### src/rtl/wbp2c_bridge.sv
// Pipelined-to-classic Wishbone bridge: one transaction in flight, with a bounded
// downstream wait, upstream abort on cyc drop, and reset release through a two-flop synchronizer.
module wbp2c_bridge #(
    parameter int AW      = 8,
    parameter int DW      = 8,
    parameter int TIMEOUT = 255
) (
    input  logic                                   i_clk,
    input  logic                                   i_resetb,
    input  logic                                   i_wb_cyc,
    input  logic                                   i_wb_stb,
    input  logic                                   i_wb_we,
    input  logic [AW-1:0]                          i_wb_addr,
    input  logic [DW-1:0]                          i_wb_data,
    input  logic [((DW/8) > 0 ? (DW/8) : 1)-1:0]   i_wb_sel,
    output logic                                   o_wb_stall,
    output logic                                   o_wb_ack,
    output logic                                   o_wb_err,
    output logic [DW-1:0]                          o_wb_data,
    output logic                                   o_m_cyc,
    output logic                                   o_m_stb,
    output logic                                   o_m_we,
    output logic [AW-1:0]                          o_m_addr,
    output logic [DW-1:0]                          o_m_data,
    output logic [((DW/8) > 0 ? (DW/8) : 1)-1:0]   o_m_sel,
    input  logic                                   i_m_ack,
    input  logic                                   i_m_err,
    input  logic [DW-1:0]                          i_m_data
);

    localparam int SW = (DW/8) > 0 ? (DW/8) : 1;
    localparam logic [15:0] TO_LAST = 16'(TIMEOUT - 1);

    typedef enum logic {S_IDLE, S_ACTIVE} state_t;

    state_t          r_state, w_state_nx;
    logic [1:0]      r_rst_sync;
    logic            w_rst_done;
    logic [15:0]     r_wait, w_wait_nx;
    logic            r_m_cyc, w_m_cyc_nx;
    logic            r_m_we, w_m_we_nx;
    logic [AW-1:0]   r_m_addr, w_m_addr_nx;
    logic [DW-1:0]   r_m_data, w_m_data_nx;
    logic [SW-1:0]   r_m_sel, w_m_sel_nx;
    logic            r_wb_ack, w_wb_ack_nx;
    logic            r_wb_err, w_wb_err_nx;
    logic [DW-1:0]   r_wb_data, w_wb_data_nx;
    logic            w_timeout;

    // Reset asserts asynchronously but releases only after two clean clock edges.
    always_ff @(posedge i_clk or negedge i_resetb) begin
        if (!i_resetb) begin
            r_rst_sync <= '0;
        end else begin
            r_rst_sync <= {r_rst_sync[0], 1'b1};
        end
    end

    assign w_rst_done = r_rst_sync[1];

    always_ff @(posedge i_clk or negedge i_resetb) begin
        if (!i_resetb) begin
            r_state   <= S_IDLE;
            r_wait    <= '0;
            r_m_cyc   <= 1'b0;
            r_m_we    <= 1'b0;
            r_m_addr  <= '0;
            r_m_data  <= '0;
            r_m_sel   <= '0;
            r_wb_ack  <= 1'b0;
            r_wb_err  <= 1'b0;
            r_wb_data <= '0;
        end else begin
            r_state   <= w_state_nx;
            r_wait    <= w_wait_nx;
            r_m_cyc   <= w_m_cyc_nx;
            r_m_we    <= w_m_we_nx;
            r_m_addr  <= w_m_addr_nx;
            r_m_data  <= w_m_data_nx;
            r_m_sel   <= w_m_sel_nx;
            r_wb_ack  <= w_wb_ack_nx;
            r_wb_err  <= w_wb_err_nx;
            r_wb_data <= w_wb_data_nx;
        end
    end

    assign w_timeout = (r_wait == TO_LAST);

    // Termination priority in ACTIVE: abort, then err, then ack, then timeout.
    always_comb begin
        w_state_nx   = r_state;
        w_wait_nx    = r_wait;
        w_m_cyc_nx   = r_m_cyc;
        w_m_we_nx    = r_m_we;
        w_m_addr_nx  = r_m_addr;
        w_m_data_nx  = r_m_data;
        w_m_sel_nx   = r_m_sel;
        w_wb_ack_nx  = 1'b0;
        w_wb_err_nx  = 1'b0;
        w_wb_data_nx = r_wb_data;

        if (r_state == S_IDLE) begin
            if (w_rst_done && i_wb_cyc && i_wb_stb) begin
                w_state_nx  = S_ACTIVE;
                w_wait_nx   = '0;
                w_m_cyc_nx  = 1'b1;
                w_m_we_nx   = i_wb_we;
                w_m_addr_nx = i_wb_addr;
                w_m_data_nx = i_wb_data;
                w_m_sel_nx  = i_wb_sel;
            end
        end else begin
            w_wait_nx = r_wait + 16'd1;
            if (!i_wb_cyc) begin
                w_state_nx = S_IDLE;
                w_m_cyc_nx = 1'b0;
            end else if (i_m_err) begin
                w_state_nx  = S_IDLE;
                w_m_cyc_nx  = 1'b0;
                w_wb_err_nx = 1'b1;
            end else if (i_m_ack) begin
                w_state_nx  = S_IDLE;
                w_m_cyc_nx  = 1'b0;
                w_wb_ack_nx = 1'b1;
                if (!r_m_we) begin
                    w_wb_data_nx = i_m_data;
                end
            end else if (w_timeout) begin
                w_state_nx  = S_IDLE;
                w_m_cyc_nx  = 1'b0;
                w_wb_err_nx = 1'b1;
            end
        end
    end

    assign o_wb_stall = (r_state == S_ACTIVE);
    // Pulses are masked by the live cyc so a master that has already left the bus never sees them.
    assign o_wb_ack   = r_wb_ack & i_wb_cyc;
    assign o_wb_err   = r_wb_err & i_wb_cyc;
    assign o_wb_data  = r_wb_data;
    assign o_m_cyc    = r_m_cyc;
    assign o_m_stb    = r_m_cyc;
    assign o_m_we     = r_m_we;
    assign o_m_addr   = r_m_addr;
    assign o_m_data   = r_m_data;
    assign o_m_sel    = r_m_sel;

endmodule

### config.mk
export PLATFORM = sky130hd
export DESIGN_NAME = wbp2c_bridge
export DESIGN_NICKNAME = d
export VERILOG_FILES = /design/src/rtl/wbp2c_bridge.sv
export SDC_FILE = /design/constraint.sdc
export NUM_CORES = 1
export LEC_CHECK = 0
export CAP_MARGIN = 20
export CORE_MARGIN = 4
export CORE_UTILIZATION = 50
export DETAILED_ROUTE_END_ITERATION = 10
export HOLD_SLACK_MARGIN = 0.05
export PLACE_DENSITY = 0.93
export SYNTH_ARGS = -nofsm -noshare
export SYNTH_HDL_FRONTEND = slang
export SYNTH_SLANG_ARGS = --single-unit
### constraint.sdc
create_clock -name i_clk -period 3.68 [get_ports i_clk]
set_input_delay 0.736 -clock i_clk [delete_from_list [all_inputs] [get_ports i_clk]]
set_output_delay 0.736 -clock i_clk [all_outputs]
set_load 0.03 [all_outputs]
==> impl_results.md, run 1 <==
- Run status: finished, final reports clean
- Number of DRC markers in iteration 0: 95
- Global Route Usage Sum: 0.187
- Count of boundary I/O pins: 63
- Top post-synthesis cells by area: dfrtp_1, mux2_4, mux2_2, mux2i_1, nand2_1
- Total buffers and inverters traversed by the critical path: 2
- Crit path DAT: between 2000 and 2500 ps
- Clock root buffer: clkbuf_8
- Dominant cell by count in the synthesized netlist: dfrtp_1
- Endpoint required time on the critical path: 2940 ps
- Layout area overhead: 35.6%
- Final critical delay including setup and external delays: a little under 3000 ps
- Crit path max-delay cell type: clkdlybuf4s50_1
- Number of optimization iterations in the first detailed-route pass: 4
- Setup tns final: 0 ps
- Most instantiated flip-flop cell in the synthesis netlist: dfrtp_1
- Worst Hold Slack: 355 ps
- PnR Total Power: ~1.5 mW
- Post-CTS sizing: 0
- Setup repair after global routing missed its margin: no
- # H-tree levels: 2
- # rows: 23
- Worst flop-to-flop path startpoint: o_wb_stall
- DR DRC count: 0
- Share of the clock period used by the worst path: 0.786
- Top post-synthesis cells by count: dfrtp_1, mux2_4, nand2_1
- Share of the core filled with cells in the final layout: 0.711
- Worst-path maximum fanout: 6
- Number of placed instances with taps included: 264
- Number of violations of the max-capacitance limit: 0
- Final setup fails: 0
- Via count: 1,521
- Post-CTS setup buffer count: 0
- CTS tree: built
- Layout cells sized above 1: 0.184
- Count of warnings emitted by yosys: 0
- Final RePlAce weighted congestion: ~0.8
- Number of enable flip-flop cells after synthesis: 0
- Max-slew headroom: 0.553
- Setup crit start: i_wb_cyc
- Slew of the pin with the lowest slew margin: 670 ps
- Worst-path cell chain: clkdlybuf4s50_1, and2_1, clkdlybuf4s50_1
- Maximum buffer depth of the clock tree: 2
- Insertion delay of the later-clocked pin in the worst-skew pair: approximately 300 ps
- Final critical-path setup slack: 786 ps
- Max-slew violation total from the final report: 0
- Maximum number of pins on one net before global-route repair: slightly below 50
- Category of the worst setup path capture point: output port
- Die outline width: 73.0 um
- Routed len/inst: 17.8 um
- Max incr delay on CP: 670 ps
- DP HPWL: 3420 um
- Endpoints failing hold: 0
- Number of diodes: 0
- Maximum clock frequency: between 0.3 and 0.4 GHz
- Number of buffers created by CTS: 5
- Global route overflow: 0
- Register area: 1200 um^2
- Library cell with the largest summed area after synthesis: dfrtp_1
- Post-route cell area: 2860 um^2
- Die outline height: 73.0 um
- Final nets: between 200 and 300
- Core footprint: 4030 um^2
- Clock slew at the register clock pins of the worst setup and hold paths: 90 ps
- IR drop worst, VDD: 298 uV
- Worst clock skew on the final layout: 10.3 ps
- Area used by multi-input combinational logic: approximately 830 um^2
- Synthesized instance count: 158
- Power per cell area: about 520 nW/um^2
- Number of antenna violations at the first check in global routing: 0
- Cell class contributing the biggest share of worst-path delay: buffers and inverters
- Post-place instance area: 2730 um^2
- Port Buffers: 62
- Quantity of hold-fixing buffers added after cts: 0
- Slack of the worst reg-to-reg path: 1590 ps
- Post-Synthesis Mean Instance Area: 13.4 um^2
- Filler Cell Count: roughly 280
- WL final: 4850 um
- Hold path start: r_rst_sync[0]
- Wire length of the first global-routing pass: 7680 um
- Post-Syn Nets: between 150 and 200
- Count of cell types in the netlist: 34
- Avg Vias per Cell: 5.57
- Die footprint: 5330 um^2
- Proportion of netlist area held by the largest area contributor: 0.569
- Initial standard-cell utilization of the core: 0.524
- Leakage power: 1.32 nW
- Sink Count: 48
- Number of nets with antenna violations after routing: 0
- Non-filler instance count after layout: 273
- Cell type with the highest occurrence count on the critical path: clkdlybuf4s50_1
- Setup WS pre-CTS: 785 ps
- Register area share after synthesis: 0.569
- FF+latch count, synth: 48
- Worst min path class: register to register
- Worst Path Class, Setup: input port to output port
- Via count of the first global-routing pass: around 1,600
- Share of synthesized flip-flops with an asynchronous set or reset: 1.00
- Startpoint Class: input port
- Mapped cell area: between 2000 and 2500 um^2
layer usage:
| layer | global-route usage | wire length [um] | share of wire |
|---|---|---|---|
| met3 | 0.0386 | 203 | 0.042 |
| met1 | 0.216 | 1840 | 0.38 |
| met5 | 0 | 0 | 0 |
| met2 | 0.327 | 2670 | 0.55 |
| met4 | 0.0943 | 134 | 0.028 |
state kept, by name, summed over array words and instances (netlist names):
name and flops:
r_rst_sync 2, o_m_data 8, o_wb_data 8, r_wb_err 1, o_wb_stall 1, r_wb_ack 1, o_m_addr 8, o_m_sel 1
o_m_we 1, r_wait 16, o_m_cyc 1
where the power goes:
group | total, mW | switching (mW) | internal [mW]
Clock | 0.389 | 0.184 | 0.205
Combinational | 0.446 | 0.223 | 0.223
Sequential | 0.664 | 0.0605 | 0.604
Total | 1.50 | 0.468 | 1.03
final cells by class:
cell class	count	share of cell area
clock buffer	5	0.0240
clock inverter	3	0.0166
inverter	3	0.00393
multi-input combinational	100	0.289
sequential	48	0.420
tap	50	0.0219
timing repair buffer	64	0.225
worst paths after layout:
path / end / cells after the start
worst max register to register: o_wb_data[4] / 4
worst max-delay path: o_wb_err / 3
worst min register to register: r_rst_sync[1] / 0
max in group asynchronous: o_wb_stall / 2
worst min-delay path: r_rst_sync[1] / 0
min in group asynchronous: o_m_data[5] / 1
kinds of logic (layout without fill, tap and decap cells):
group           count (synthesis)  in the layout  synth area share
simple gates                   47             47             0.126
xor+xnor                        1              1           0.00415
compound gates                 15             15            0.0445
mux                            34             34             0.204
flops                          48             48             0.569
fa+ha+maj                       2              2            0.0119
buf+inv                        10             75            0.0385
other cells                     1              1           0.00178
placed cells by master, fill, tap and decap left out, drive strengths merged, types with 3 or more instances in the layout:
cell | synthesis | final
nand2 | 14 | 14
dfrtp | 48 | 48
a21oi | 4 | 4
mux2i | 7 | 7
and2 | 3 | 3
mux2 | 27 | 27
o21ai | 5 | 5
inv | 3 | 3
and3 | 4 | 4
and4 | 4 | 4
clkbuf | 0 | 5
nand3 | 9 | 9
clkdlybuf4s50 | 0 | 61
nand4 | 4 | 4
buf | 7 | 3
Power figures use the tool's default switching activity.
==> inputs of run 2 (changes only) <==
CORE_UTILIZATION = 47   (was 50)
PLACE_DENSITY = 0.89   (was 0.93)
clock period = 2.84 ns   (was 3.68 ns; I/O delays follow)
==> run 2 against run 1 <==
Compared with the run above:
- cell count grew 1.1%
- routed wire length shrank 11%
- largest power group unchanged
- highest routed layer unchanged
- largest cell class unchanged
- total power increased by 30%
- non-clock buffer count rose by 1
- critical endpoint unchanged
==> impl_results.md, run 2 (same netlist as run 1, synthesis figures left out) <==
- Post-CTS sizing: 0
- Wire length of the first global-routing pass: 6710 um
- Number of antenna violations at the first check in global routing: 0
- Run status: finished, final reports clean
- Layout area overhead: 36.9%
- Register with the most flip-flops: r_wait
- Final RePlAce weighted congestion: 0.804
- Most frequent cells in the layout: clkdlybuf4s50_1, dfrtp_1, mux2_4, nand2_1, mux2_2
- Core footprint: about 4400 um^2
- Maximum buffer depth of the clock tree: 2
- Avg Vias per Cell: about 5.2
- Via count: 1,438
- PnR Total Power: 1.95 mW
- Maximum number of pins on one net before global-route repair: 49
- Final critical delay including setup and external delays: between 2000 and 3000 ps
- Power per cell area: between 600 and 700 nW/um^2
- Cell type with the highest occurrence count on the critical path: clkdlybuf4s50_1
- Setup tns final: 0 ps
- Die outline width: 75.0 um
- Post-CTS setup buffer count: 0
- Max incr delay on CP: approximately 670 ps
- Die footprint: around 5600 um^2
- Number of buffers created by CTS: 5
- Worst-path cell chain: clkdlybuf4s50_1, and2_1, clkdlybuf4s50_1
- DR DRC count: 0
- Port Buffers: 62
- Die outline height: ~75 um
- CTS tree: built
- Global route overflow: 0
- Number of DRC markers in iteration 0: 97
- Final nets: 257
- Commonest non-fill, non-tap cell in the layout: clkdlybuf4s50_1
- Number of diodes: 0
- Number of optimization iterations in the first detailed-route pass: 2
- Worst clock skew on the final layout: approximately 10 ps
- Slew of the pin with the lowest slew margin: slightly below 600 ps
- # H-tree levels: 2
- Startpoint Class: input port
- # rows: 24
- Sink Count: 48
- Flip-flop count of the largest register, all copies and words added: 16
- Worst-path maximum fanout: 6
- Crit path max-delay cell type: clkdlybuf4s50_1
- Slack of the worst reg-to-reg path: about 1100 ps
- WL final: 4330 um
- Count of boundary I/O pins: 63
- Clock slew at the register clock pins of the worst setup and hold paths: 90 ps
- Worst Path Class, Setup: input port to output port
- Endpoints failing hold: 0
- Share of the clock period used by the worst path: 0.886
- Worst Hold Slack: 267 ps
- Initial standard-cell utilization of the core: 0.485
- Worst flop-to-flop path startpoint: o_wb_stall
- Worst min path class: input port to async pin
- Max-slew headroom: 0.604
- Setup repair after global routing missed its margin: no
- Max-slew violation total from the final report: 0
- Insertion delay of the later-clocked pin in the worst-skew pair: 290 ps
- Reg-to-Reg End: o_wb_data[6]
- Share of the core filled with cells in the final layout: 0.664
- Number of nets with antenna violations after routing: 0
- Quantity of hold-fixing buffers added after cts: 0
- Endpoint required time on the critical path: 2270 ps
- Category of the worst setup path capture point: output port
- Via count of the first global-routing pass: 1,487
- Path depth of the worst reg2reg path: 5
- DP HPWL: around 3100 um
- Leakage power: 1.33 nW
- Number of violations of the max-capacitance limit: 0
- Layout cells sized above 1: 0.188
- Global Route Usage Sum: 0.159
- Routed len/inst: between 15 and 20 um
- IR drop worst, VDD: 397 uV
- Filler Cell Count: 322
- Maximum clock frequency: 0.397 GHz
- Clock root buffer: clkbuf_8
- Final setup fails: 0
- Crit path DAT: 1950 ps
run 2: cell type report:
class / instances / area [um^2] / share of cell area
Inverter: 3 / 11.3 / 0.00390
Sequential cell: 48 / 1200 / 0.416
Clock buffer: 7 / 96.3 / 0.0333
Clock inverter: 1 / 30.0 / 0.0104
Timing Repair Buffer: 65 / 658 / 0.228
Multi-Input combinational cell: 100 / 828 / 0.287
Tap cell: 52 / 65.1 / 0.0225
run 2: how the worst max path moves through the flow:
stage | start | endpoint | slack [ps] | cells after the start
6_report | i_wb_cyc | o_wb_err | 320 | 3
5_1_grt | i_wb_cyc | o_wb_err | 270 | 3
4_1_cts | i_wb_cyc | o_wb_err | 320 | 3
2_1_floorplan | o_wb_stall | o_m_addr[0] | 1240 | 5
3_3_place_gp | i_wb_cyc | o_wb_ack | 360 | 3
3_5_place_dp | i_wb_cyc | o_wb_err | 320 | 3
run 2: layer usage:
metal | vias up | track usage | routed length [um]
met5 | - | 0 | 0
met2 | 38 | 0.265 | 2190
met3 | 4 | 0.0574 | 288
met4 | 0 | 0.0494 | 38
li1 | 691 | - | -
met1 | 705 | 0.194 | 1810
run 2: critical path, delay by kind of cell:
family                 cells  cell delay, ps
AND/OR/NAND/NOR            1             160
buffers and inverters      2            1210
run 2: power breakdown:
group | internal (mW) | switching [mW]
clock network | 0.311 | 0.216
logic | 0.290 | 0.279
registers | 0.782 | 0.0726
total | 1.38 | 0.568
run 2: per-stage QoR:
stage / worst slack (ps) / instance area (um^2) / std cells
after floorplan: 1240 / 2110 / 158
after global placement: 358 / 2740 / 267
after detailed placement: 323 / 2740 / 267
after CTS: 318 / 2860 / 275
after global routing: 266 / 2890 / 276
final: 323 / 2890 / 276
